$ cat src/rtl/stopwatch_if.sv
// Bundle between the stopwatch sequencer and its surroundings: raw buttons
// and live time come in, counter control and display selection go out.
// There is no valid/ready pair here: the buttons are free-running levels,
// time_in is a continuously valid level, and cnt_clr is a one-cycle pulse
// that the counter must accept unconditionally (no back-pressure exists).
interface stopwatch_if;
  logic        btn_ss;
  logic        btn_lr;
  logic [15:0] time_in;
  logic        cnt_en;
  logic        cnt_clr;
  logic [15:0] disp_bcd;
  logic        disp_blank;
  logic        running;
  logic        lap_active;
  logic [1:0]  fsm_state;

  // master: the sequencer itself
  modport master (
    input  btn_ss, btn_lr, time_in,
    output cnt_en, cnt_clr, disp_bcd, disp_blank, running, lap_active, fsm_state
  );

  // slave: pads, counter and display mux
  modport slave (
    output btn_ss, btn_lr, time_in,
    input  cnt_en, cnt_clr, disp_bcd, disp_blank, running, lap_active, fsm_state
  );
endinterface

$ cat src/rtl/stopwatch_ctrl.sv
// Run/pause/lap/clear sequencer for an MM:SS stopwatch. Debounces the
// start/stop and lap/reset buttons, gates the counter, issues clear pulses,
// selects live or frozen lap time for the display and blinks it while paused.
module stopwatch_ctrl #(
  parameter int FREQ        = 2000,
  parameter int DEBOUNCE_MS = 10,
  parameter int BLINK_HZ    = 2,
  parameter int STOP_AT_MAX = 1
) (
  input  logic        clk,
  input  logic        rst,
  stopwatch_if.master bus
);

  localparam int DB_CYCLES  = FREQ * DEBOUNCE_MS / 1000;
  localparam int BLINK_HALF = FREQ / (2 * BLINK_HZ);
  localparam int DBW        = (DB_CYCLES > 1) ? $clog2(DB_CYCLES) : 1;
  localparam int BLW        = (BLINK_HALF > 1) ? $clog2(BLINK_HALF) : 1;
  localparam logic [DBW-1:0] DB_LAST = DBW'(DB_CYCLES - 1);
  localparam logic [BLW-1:0] BL_LAST = BLW'(BLINK_HALF - 1);

  typedef enum logic [1:0] {
    S_IDLE  = 2'd0,
    S_RUN   = 2'd1,
    S_LAP   = 2'd2,
    S_PAUSE = 2'd3
  } state_t;

  // Button index 0 = start/stop, 1 = lap/reset
  logic [1:0]     raw;
  logic [1:0]     sync_a;
  logic [1:0]     sync_b;
  logic [1:0]     db_lvl;
  logic [1:0]     db_lvl_q;
  logic [1:0]     evt;
  logic [DBW-1:0] db_cnt [2];

  state_t         state;
  state_t         state_nx;
  logic           lap_load;
  logic           at_max;
  logic           ss_evt;
  logic           lr_evt;
  logic [15:0]    lap_reg;
  logic           cnt_en_q;
  logic           running_q;
  logic           lap_active_q;
  logic           cnt_clr_q;
  logic [BLW-1:0] blink_cnt;
  logic           blank_q;

  assign raw = {bus.btn_lr, bus.btn_ss};

  // Synchronize, debounce (level changes only after a full stable window) and
  // register a one-cycle event on each debounced rising edge.
  always_ff @(posedge clk or posedge rst) begin
    if (rst) begin
      sync_a   <= '0;
      sync_b   <= '0;
      db_lvl   <= '0;
      db_lvl_q <= '0;
      evt      <= '0;
      for (int i = 0; i < 2; i++) db_cnt[i] <= '0;
    end else begin
      sync_a   <= raw;
      sync_b   <= sync_a;
      db_lvl_q <= db_lvl;
      evt      <= db_lvl & ~db_lvl_q;
      for (int i = 0; i < 2; i++) begin
        if (sync_b[i] == db_lvl[i]) begin
          db_cnt[i] <= '0;
        end else if (db_cnt[i] == DB_LAST) begin
          db_lvl[i] <= sync_b[i];
          db_cnt[i] <= '0;
        end else begin
          db_cnt[i] <= db_cnt[i] + DBW'(1);
        end
      end
    end
  end

  // Start/stop wins over a coincident lap/reset event
  assign ss_evt = evt[0];
  assign lr_evt = evt[1] & ~evt[0];
  assign at_max = (STOP_AT_MAX != 0) && (bus.time_in == 16'h5959);

  // Next-state decode; button events take priority over the max-time stop
  always_comb begin
    state_nx = state;
    lap_load = 1'b0;
    case (state)
      S_IDLE: begin
        if (ss_evt) state_nx = S_RUN;
      end
      S_RUN: begin
        if (ss_evt) begin
          state_nx = S_PAUSE;
        end else if (lr_evt) begin
          state_nx = S_LAP;
          lap_load = 1'b1;
        end else if (at_max) begin
          state_nx = S_PAUSE;
        end
      end
      S_LAP: begin
        if (ss_evt)      state_nx = S_PAUSE;
        else if (lr_evt) state_nx = S_RUN;
        else if (at_max) state_nx = S_PAUSE;
      end
      S_PAUSE: begin
        if (ss_evt)      state_nx = S_RUN;
        else if (lr_evt) state_nx = S_IDLE;
      end
      default: state_nx = S_IDLE;
    endcase
  end

  // State register, lap snapshot and registered decode of the next state
  always_ff @(posedge clk or posedge rst) begin
    if (rst) begin
      state        <= S_IDLE;
      lap_reg      <= '0;
      cnt_en_q     <= 1'b0;
      running_q    <= 1'b0;
      lap_active_q <= 1'b0;
      cnt_clr_q    <= 1'b0;
    end else begin
      state        <= state_nx;
      if (lap_load) lap_reg <= bus.time_in;
      cnt_en_q     <= (state_nx == S_RUN) || (state_nx == S_LAP);
      running_q    <= (state_nx == S_RUN) || (state_nx == S_LAP);
      lap_active_q <= (state_nx == S_LAP);
      cnt_clr_q    <= (state == S_PAUSE) && (state_nx == S_IDLE);
    end
  end

  // Pause blink: restart unblanked on entry, toggle every BLINK_HALF cycles
  always_ff @(posedge clk or posedge rst) begin
    if (rst) begin
      blink_cnt <= '0;
      blank_q   <= 1'b0;
    end else if (state_nx == S_PAUSE) begin
      if (state != S_PAUSE) begin
        blink_cnt <= '0;
        blank_q   <= 1'b0;
      end else if (blink_cnt == BL_LAST) begin
        blink_cnt <= '0;
        blank_q   <= ~blank_q;
      end else begin
        blink_cnt <= blink_cnt + BLW'(1);
      end
    end else begin
      blink_cnt <= '0;
      blank_q   <= 1'b0;
    end
  end

  assign bus.cnt_en     = cnt_en_q;
  assign bus.running    = running_q;
  assign bus.lap_active = lap_active_q;
  assign bus.cnt_clr    = cnt_clr_q;
  assign bus.disp_blank = blank_q;
  assign bus.disp_bcd   = (state == S_LAP) ? lap_reg : bus.time_in;
  assign bus.fsm_state  = state;

endmodule
$ cat src/flat_wrapper.sv
// flat-port wrapper written by rule: the top's interface ports become plain ports
module stopwatch_ctrl_flat 
#(
  parameter int FREQ        = 2000,
  parameter int DEBOUNCE_MS = 10,
  parameter int BLINK_HZ    = 2,
  parameter int STOP_AT_MAX = 1
)
  (clk, rst, bus_btn_ss, bus_btn_lr, bus_time_in, bus_cnt_en, bus_cnt_clr, bus_disp_bcd, bus_disp_blank, bus_running, bus_lap_active, bus_fsm_state);
  stopwatch_if bus_i ();
  input  logic clk;
  input  logic rst;
  input wire logic [$bits(bus_i.btn_ss)-1:0] bus_btn_ss;
  input wire logic [$bits(bus_i.btn_lr)-1:0] bus_btn_lr;
  input wire logic [$bits(bus_i.time_in)-1:0] bus_time_in;
  output wire logic [$bits(bus_i.cnt_en)-1:0] bus_cnt_en;
  output wire logic [$bits(bus_i.cnt_clr)-1:0] bus_cnt_clr;
  output wire logic [$bits(bus_i.disp_bcd)-1:0] bus_disp_bcd;
  output wire logic [$bits(bus_i.disp_blank)-1:0] bus_disp_blank;
  output wire logic [$bits(bus_i.running)-1:0] bus_running;
  output wire logic [$bits(bus_i.lap_active)-1:0] bus_lap_active;
  output wire logic [$bits(bus_i.fsm_state)-1:0] bus_fsm_state;
  assign bus_i.btn_ss = bus_btn_ss;
  assign bus_i.btn_lr = bus_btn_lr;
  assign bus_i.time_in = bus_time_in;
  assign bus_cnt_en = bus_i.cnt_en;
  assign bus_cnt_clr = bus_i.cnt_clr;
  assign bus_disp_bcd = bus_i.disp_bcd;
  assign bus_disp_blank = bus_i.disp_blank;
  assign bus_running = bus_i.running;
  assign bus_lap_active = bus_i.lap_active;
  assign bus_fsm_state = bus_i.fsm_state;
  stopwatch_ctrl #(.FREQ(FREQ), .DEBOUNCE_MS(DEBOUNCE_MS), .BLINK_HZ(BLINK_HZ), .STOP_AT_MAX(STOP_AT_MAX)) u_core (.clk(clk), .rst(rst), .bus(bus_i));
endmodule
$ cat config.mk
export PLATFORM = sky130hd
export DESIGN_NAME = stopwatch_ctrl_flat
export DESIGN_NICKNAME = d
export VERILOG_FILES = /design/src/rtl/stopwatch_if.sv /design/src/rtl/stopwatch_ctrl.sv /design/src/flat_wrapper.sv
export SDC_FILE = /design/constraint.sdc
export NUM_CORES = 1
export LEC_CHECK = 0
export CAP_MARGIN = 30
export CELL_PAD_IN_SITES_DETAIL_PLACEMENT = 0
export CELL_PAD_IN_SITES_GLOBAL_PLACEMENT = 1
export CORE_AREA = 2 2 77 79
export CTS_CLUSTER_SIZE = 30
export DETAILED_ROUTE_END_ITERATION = 6
export DIE_AREA = 0 0 79 81
export GPL_ROUTABILITY_DRIVEN = 0
export HOLD_SLACK_MARGIN = 0.03
export PLACE_DENSITY_LB_ADDON = 0.1
export SLEW_MARGIN = 40
export SYNTH_ARGS = -nofsm -noshare
export SYNTH_HDL_FRONTEND = slang
export SYNTH_SLANG_ARGS = --single-unit
$ cat constraint.sdc
create_clock -name clk -period 5.6 [get_ports clk]
set_clock_uncertainty 0.2 [all_clocks]
set_input_delay 1.12 -clock clk [delete_from_list [all_inputs] [get_ports clk]]
set_output_delay 1.12 -clock clk [all_outputs]
set_load 0.005 [all_outputs]
## Yosys cells after proc, flatten, opt, wreduce, memory -nomap -nowiden

Index checks and enable logic that the tools add are counted.

| cells by class | value |
|---|---|
| add/subtract/negate cells | 3 |
| equal/unequal tests | 14 |
| multiplexer cells | 23 |
| bitwise gates (word level) | 7 |
| reduce and logical (&&, ||, !) cells | 6 |

Operators with widths:

| operator | count |
|---|---|
| $mux 9 | 3 |
| $mux 5 | 4 |
| $eq 16x15->1 const B | 1 |
| $mux 16 | 1 |
| $mux 2 | 8 |
| $add 5x1->5 const B | 2 |
| $eq 5x5->1 const B | 2 |
| $add 9x1->9 const B | 1 |
| $eq 9x9->1 const B | 1 |
| $eq 2x2->1 const B | 4 |
| $pmux 2 s4 | 1 |
| $mux 1 | 6 |
| $eq 2x1->1 const B | 2 |
| $logic_not 2->1 | 2 |
| $not 1->1 | 4 |
| $reduce_and 2->1 | 2 |
| $ne 3x3->1 const B | 1 |
| $and 2x2->2 | 1 |
| $eq 1x1->1 | 2 |
| $ne 2x2->1 const B | 1 |
| $not 2->2 | 1 |
| $and 1x1->1 | 1 |
| $logic_and 1x1->1 | 1 |
| $logic_or 1x1->1 | 1 |

| word-level totals | value |
|---|---|
| bits in registers | 51 |
| input port bits | 20 |
| output and inout port bits | 23 |
| word-level logic and storage cells | 68 |

## Logic depth before layout (Yosys ltp)

Gate-level depths: netlist of the first run.

| logic depth | value |
|---|---|
| word-level depth | 7 |
| depth in mapped cells | 6 |
| depth with buffers taken out | 5 |

## Worst setup path after synthesis of the first run

No wires, ideal clock.

| timing path | value |
|---|---|
| path kind | input to register |
| from | input bus_time_in[1] |
| to | register u_core.cnt_clr_q, in the netlist u_core.bus.cnt_clr |
| library setup time | 0.120 ns |
| data arrival time | 2.632 ns |
| required time | 5.280 ns |
| path slack | 2.648 ns |
| stages | 5 |
| path buffers | 0 |
| cells stage by stage | or4b_1 -> o41a_1 -> o31a_1 -> ha_1 -> and3_1 |

| on the way | value |
|---|---|
| cells in the longest elaborated chain, start to end | 7 |
| elaborated cells on any way between the ends | 9 |
| classes of those cells | 1 x eq/ne; 6 x mux; 2 x reduce/logical |

Ends and longest elaborated chain:

| element | RTL line | RTL |
|---|---|---|
| from (decl) | flat_wrapper.sv:15 | `input wire logic [$bits(bus_i.time_in)-1:0] bus_time_in;` |
| $eq 16x15->1 * | stopwatch_ctrl.sv:85 | `assign at_max = (STOP_AT_MAX != 0) && (bus.time_in == 16'h5959);` |
| $mux 2 * | stopwatch_ctrl.sv:101, stopwatch_ctrl.sv:108 |  |
| $mux 2, on equally long branches | stopwatch_ctrl.sv:107, stopwatch_ctrl.sv:98 |  |
| $mux 2, on equally long branches | stopwatch_ctrl.sv:106, stopwatch_ctrl.sv:96 |  |
| $pmux 2 s4 * | stopwatch_ctrl.sv:91 | `case (state)` |
| $logic_not 2->1 * | stopwatch_ctrl.sv:133 | `cnt_clr_q <= (state == S_PAUSE) && (state_nx == S_IDLE);` |
| $logic_and 1x1->1 * | stopwatch_ctrl.sv:133 |  |
| to (signal assigned) | stopwatch_ctrl.sv:133 |  |
| to (decl) | stopwatch_ctrl.sv:48 | `logic cnt_clr_q;` |

Every way passes the cells marked *; elsewhere a longest branch is shown, timed or not.
A chain may end at the register's enable or synchronous reset.

## Worst setup path in the final report of the first run

| timing path | value |
|---|---|
| from | input bus_time_in[6] |
| to | output bus_disp_bcd[6] |

| on the way | value |
|---|---|
| cells in the longest elaborated chain, start to end | 1 |

Ends and longest elaborated chain:

| element | RTL line | RTL |
|---|---|---|
| $mux 16 | stopwatch_ctrl.sv:163 | `assign bus.disp_bcd = (state == S_LAP) ? lap_reg : bus.time_in;` |
| to (decl) | flat_wrapper.sv:18 | `output wire logic [$bits(bus_i.disp_bcd)-1:0] bus_disp_bcd;` |

No other way between the ends.

==> impl_metrics.yaml, run 1 <==
drt:
  drc: 0
  firstDrtPassIters: 4
  vias_per_cell: 4.92
  post_drt_wl_per_cell_microns: 13.0
  postRouteAntennaNets: 0
  initialDrtViolationCount: 87
  vias: 1684
  wirelength_mm: 4.46
global_routing:
  grt_pass1_wl_mm: 7.52
  grt_max_degree: 52
  overflow: 0
  antenna_found_initial: 0
  track_usage: 0.151
  grt_pass1_vias: 1587
pwr:
  leakage_nw: 1.36
  switchingPower_mw: 0.186
  clkPwrFrac: 0.322
  power_density_mw_per_mm2: 259
  pwr-share-comb: 0.123
  ir_worst_vdd_mv: 0.169
  p_sw_frac: 0.245
  power.internal_mw: 0.571
  pwr-share-seq: 0.555
clock_tree:
  cts_hold_buf: 0
  clk_latency_ns: 0.30
  postCtsSetupBuffers: 0
  clock_path_buffers: 2
  clk_pin_slew_ns: 0.08
  numClockSinks: 51
  root_buffer: "clkbuf_8"
  cts_tree: "yes"
  post_cts_resize_count: 0
  cts_buffers: 5
  cts-htree-levels: 2
layout:
  final.fill_count: 543
  ff_latch_area_sq_mm: 0.00128
  multiInputGateArea_sq_um: 998
  largest_reg_flops: 16
  final_common_cell: "nand2_1"
  finalNetCount: 292
  diodes: 0
  drive_gt1_frac: 0.0787
  stdcell_count: 342
  final_cell_mix: "nand2_1 (54), dfrtp_1 (51), clkdlybuf4s50_1 (42), nor2_1 (13), mux2_2 (11)"
  syn_to_final_growth_pct: 25.2
yosys:
  synth_fp_nets: 252
  syn_inst: 227
  ys_warn_count: 0
  synth-seq-cells: 51
  ys_async_sr_fraction: 1.00
  synth-edff-count: 0
  synth.distinct_cells: 33
  mappedNetlistArea_sq_mm: 0.00234
  synth_area_per_cell_sq_um: 10.3
  ys.flop_type: "dfrtp_1"
  ys_seq_area_frac: 0.546
hold_path:
  holdPathEnd: "u_core.sync_b[1]"
  hold_path.class: "flip-flop to flip-flop"
  hold_depth: 0
  hp-start: "u_core.sync_a[1]"
worst_setup_path:
  reg2reg_from: "u_core.bus.fsm_state[1]"
  worstPathRequired_ns: 4.28
  crit_arrival_ns: 2.32
  end_kind: "output port"
  r2r_setup_slack_ns: 3.50
  reg2regPathDepth: 3
  r2r_end: "u_core.lap_reg[9]"
  setup.worst_path.start_class: "primary input"
  cp_max_fo: 3
  crit_type: "primary input to output port"
timing:
  tns_ns: 0
  rsz0062_at_grt: "no"
  period_needed_ns: 3.64
  timing.fmax_ghz: 0.275
  hold_viol: 0
  worst_pin_slew_ns: 0.769
  period_share: 0.649
  setup_viol: 0
  max-slew-margin-rel: 0.488
  slew_violations: 0
floorplanning:
  core-area_sq_mm: 0.00568
  start_util: 0.412
  io_pins: 43
  dieHeight_microns: 81
  dieArea_sq_mm: 0.00640
  die_w_microns: 79
  row_count: 28
placement:
  placedCellCount: 335
  hpwl_mm: 3.11
  portBuffers: 42
status:
  status: "completed"
run:
  cap_violations: 0
per-stage QoR:
step | hold slack [ns] | total power, mW | util | instance area (sq um) | worst slack (ns)
finish | 0.161 | 0.757 | 0.515 | 2920 | 1.96
global route | 0.172 | 0.803 | 0.515 | 2920 | 1.89
CTS | 0.167 | 0.769 | 0.515 | 2920 | 1.96
detailed placement | 0.146 | 0.522 | 0.497 | 2820 | 1.96
global placement | 0.133 | 0.520 | 0.496 | 2810 | 1.98
floorplan | 0.131 | 0.479 | - | 2340 | 2.65
logic make-up after synthesis:
group,Yosys count,share of synthesized area
AOI/OAI and AO/OA,24,0.0648
xor gates and xnor gates,9,0.0337
adders and majority gates,5,0.0268
buffers and inverters,16,0.0284
DFF,51,0.546
muxes,18,0.0868
and+or+nand+nor,104,0.213
critical path: stages:
cell	delay, ns
clkdlybuf4s50_1	0.52
nand2_1	0.07
nand2_1	0.10
clkdlybuf4s50_1	0.50
worst max-delay path by stage:
stage,start,endpoint,depth (start not counted)
floorplan,bus_time_in[1],u_core.bus.cnt_clr,5
global placement,bus_time_in[6],bus_disp_bcd[6],4
detailed placement,bus_time_in[6],bus_disp_bcd[6],4
CTS,bus_time_in[6],bus_disp_bcd[6],4
global route,u_core.bus.fsm_state[0],bus_disp_bcd[15],4
finish,bus_time_in[6],bus_disp_bcd[6],4
area by class of cell:
type,count,share of cell area
sequential,51,0.436
multi-input combinational,160,0.341
timing repair buffer,43,0.146
tap,75,0.0321
clock buffer,6,0.0248
clock inverter,1,0.0103
inverter,6,0.00856
cells in the mapped netlist (2+ instances only):
master	instances	area share
nand2b_1	3	0.0080
ha_1	5	0.027
and3_1	2	0.0054
o21ai_0	7	0.015
nand4bb_1	2	0.0096
o31ai_1	5	0.016
or3_1	2	0.0054
nand2_1	54	0.087
a21oi_1	6	0.013
or4_1	3	0.0096
mux2_1	7	0.034
nand3_1	8	0.017
nand3b_1	2	0.0064
nor2_1	13	0.021
nor3_1	3	0.0064
buf_2	2	0.0043
xnor2_1	3	0.011
nor2b_1	8	0.021
nand4b_1	2	0.0075
mux2_2	11	0.053
inv_1	6	0.0096
clkbuf_1	7	0.011
dfrtp_1	51	0.55
xor2_1	6	0.022
per-layer routing:
layer | track usage | wire, microns | part of all wire
met5 | 0 | 0 | 0
met2 | 0.233 | 2080 | 0.47
met3 | 0.0367 | 164 | 0.037
met1 | 0.213 | 2190 | 0.49
met4 | 0.0414 | 21 | 0.0047
power groups by stage:
stage	logic [mW]	registers, mW	clock network, mW
after floorplan	0.0679	0.411	0
after global placement	0.0938	0.426	0
after detailed placement	0.0949	0.427	0
after CTS	0.0953	0.420	0.254
after global routing	0.108	0.425	0.270
final	0.0933	0.420	0.244
Power figures use the tool's default switching activity.
==> run 2, diff against run 1 <==
- CORE_AREA: 2 2 77 79 -> 2 2 84 86
- DIE_AREA: 0 0 79 81 -> 0 0 86 88
- clock period: 5.6 -> 3 ns (I/O delays scaled with it)
==> impl_metrics.yaml, run 2 (synthesis gave the netlist of run 1 again) <==
pwr:
  ir_worst_vdd_mv: 0.255
  clkPwrFrac: 0.340
  p_total_mw: 1.46
  pwr-share-comb: 0.122
  p_sw_frac: 0.248
  power.internal_mw: 1.09
  pwr-share-seq: 0.538
  leakage_nw: 1.41
  power_density_mw_per_mm2: 487
  switchingPower_mw: 0.361
drt:
  wirelength_mm: 4.68
  firstDrtPassIters: 4
  initialDrtViolationCount: 97
  wl_met2_mm: 2.15
  vias_per_cell: 4.79
  wl_met3_microns: 167
  post_drt_wl_per_cell_microns: 13.2
  vias: 1702
  drc: 0
  postRouteAntennaNets: 0
  wl_met1_mm: 2.31
  top_layer_used: "met4"
global_routing:
  grt_pass1_wl_mm: 7.93
  antenna_found_initial: 0
  grt_pass1_vias: 1703
  grt_max_degree: 38
  overflow: 0
  track_usage: 0.134
layout:
  final_common_cell: "nand2_1"
  drive_gt1_frac: 0.105
  diodes: 0
  largest_reg_flops: 16
  finalNetCount: 299
  syn_to_final_growth_pct: 28.1
  fin_util: 0.450
  final_cell_mix: "nand2_1 (54), dfrtp_1 (51), clkdlybuf4s50_1 (42), nor2_1 (13), mux2_2 (11)"
hold_path:
  hold_path.class: "flip-flop to flip-flop"
  holdPathEnd: "u_core.sync_b[0]"
  hold_depth: 0
  hp-start: "u_core.sync_a[0]"
timing:
  hold_viol: 0
  timing.fmax_ghz: 0.363
  slew_violations: 0
  max-slew-margin-rel: 0.569
  setup_viol: 0
  period_share: 0.918
  rsz0062_at_grt: "no"
  worst_pin_slew_ns: 0.642
  tns_ns: 0
  period_needed_ns: 2.75
floorplanning:
  dieArea_sq_mm: 0.00757
  io_pins: 43
  dieHeight_microns: 88
  row_count: 30
  die_w_microns: 86
  core-area_sq_mm: 0.00664
  start_util: 0.352
worst_setup_path:
  setup.worst_path.start_class: "flip-flop"
  reg2regPathDepth: 4
  r2r_setup_slack_ns: 1.20
  cp_max_fo: 9
  r2r_end: "u_core.blink_cnt[8]"
  startpoint: "u_core.bus.fsm_state[1]"
  reg2reg_from: "u_core.blink_cnt[0]"
  crit_arrival_ns: 1.95
  crit_type: "flip-flop to output port"
  end_kind: "output port"
  worstPathRequired_ns: 2.20
run:
  cap_violations: 0
status:
  status: "completed"
clock_tree:
  clock_path_buffers: 2
  clk_latency_ns: 0.30
  numClockSinks: 51
  cts_tree: "yes"
  postCtsSetupBuffers: 0
  post_cts_resize_count: 0
  cts_buffers: 5
  root_buffer: "clkbuf_8"
  clk_pin_slew_ns: 0.10
  cts_hold_buf: 0
  cts-htree-levels: 2
placement:
  hpwl_mm: 3.40
  portBuffers: 42
-- run 2: cell types whose count changed in the layout (fill, tap and decap cells not counted) --
cell      change
clkbuf_1      -1
buf_4         +7
clkinv_2      +2
o31ai_2       -1
o31ai_1       +1
clkbuf_8      +1
inv_4         -1
-- run 2: per-stage QoR --
stage,instances,setup WS (ns),cell area [sq um],hold WS [ns]
after floorplan,227,0.568,2340,0.131
after global placement,347,0.0457,2870,0.132
after detailed placement,347,0.0140,2870,0.137
after CTS,355,0.193,2990,0.152
after global routing,355,0.0991,2990,0.163
final,355,0.245,2990,0.146
-- run 2: final cells by class --
type	instances	area (sq um)
fill	672	3650
sequential	51	1280
multi-input combinational	160	993
timing repair buffer	50	480
tap	80	100
clock buffer	6	82.6
clock inverter	2	35.0
inverter	6	23.8
-- run 2: worst max-delay path by stage --
stage                               endpoint  slack (ns)  cells after the start
after floorplan           u_core.bus.cnt_clr        0.57                      5
after global placement    u_core.bus.cnt_clr        0.05                      6
after detailed placement  u_core.bus.cnt_clr        0.01                      6
after CTS                    bus_disp_bcd[0]        0.19                      5
after global routing         bus_disp_bcd[3]         0.1                      5
final                        bus_disp_bcd[0]        0.25                      5
-- run 2: power groups by stage --
stage               registers, mW  logic, mW  clock network, mW
global placement            0.796      0.180                  0
global route                0.793      0.206              0.545
CTS                         0.784      0.182              0.509
floorplan                   0.767      0.127                  0
finish                      0.783      0.178              0.495
detailed placement          0.798      0.181                  0
-- run 2: metal layers --
| metal | vias up | global-route usage |
|---|---|---|
| met2 | 30 | 0.218 |
| met1 | 808 | 0.181 |
| met5 | - | 0 |
| met3 | 6 | 0.0236 |
| li1 | 858 | - |
| met4 | 0 | 0.0519 |
-- run 2: worst max-delay path, stage by stage, from the launching register on --
cell             delay (ns)
dfrtp_1                0.48
nand2b_1               0.30
buf_4                  0.24
nand2_1                0.07
nand2_1                0.07
clkdlybuf4s50_1        0.50
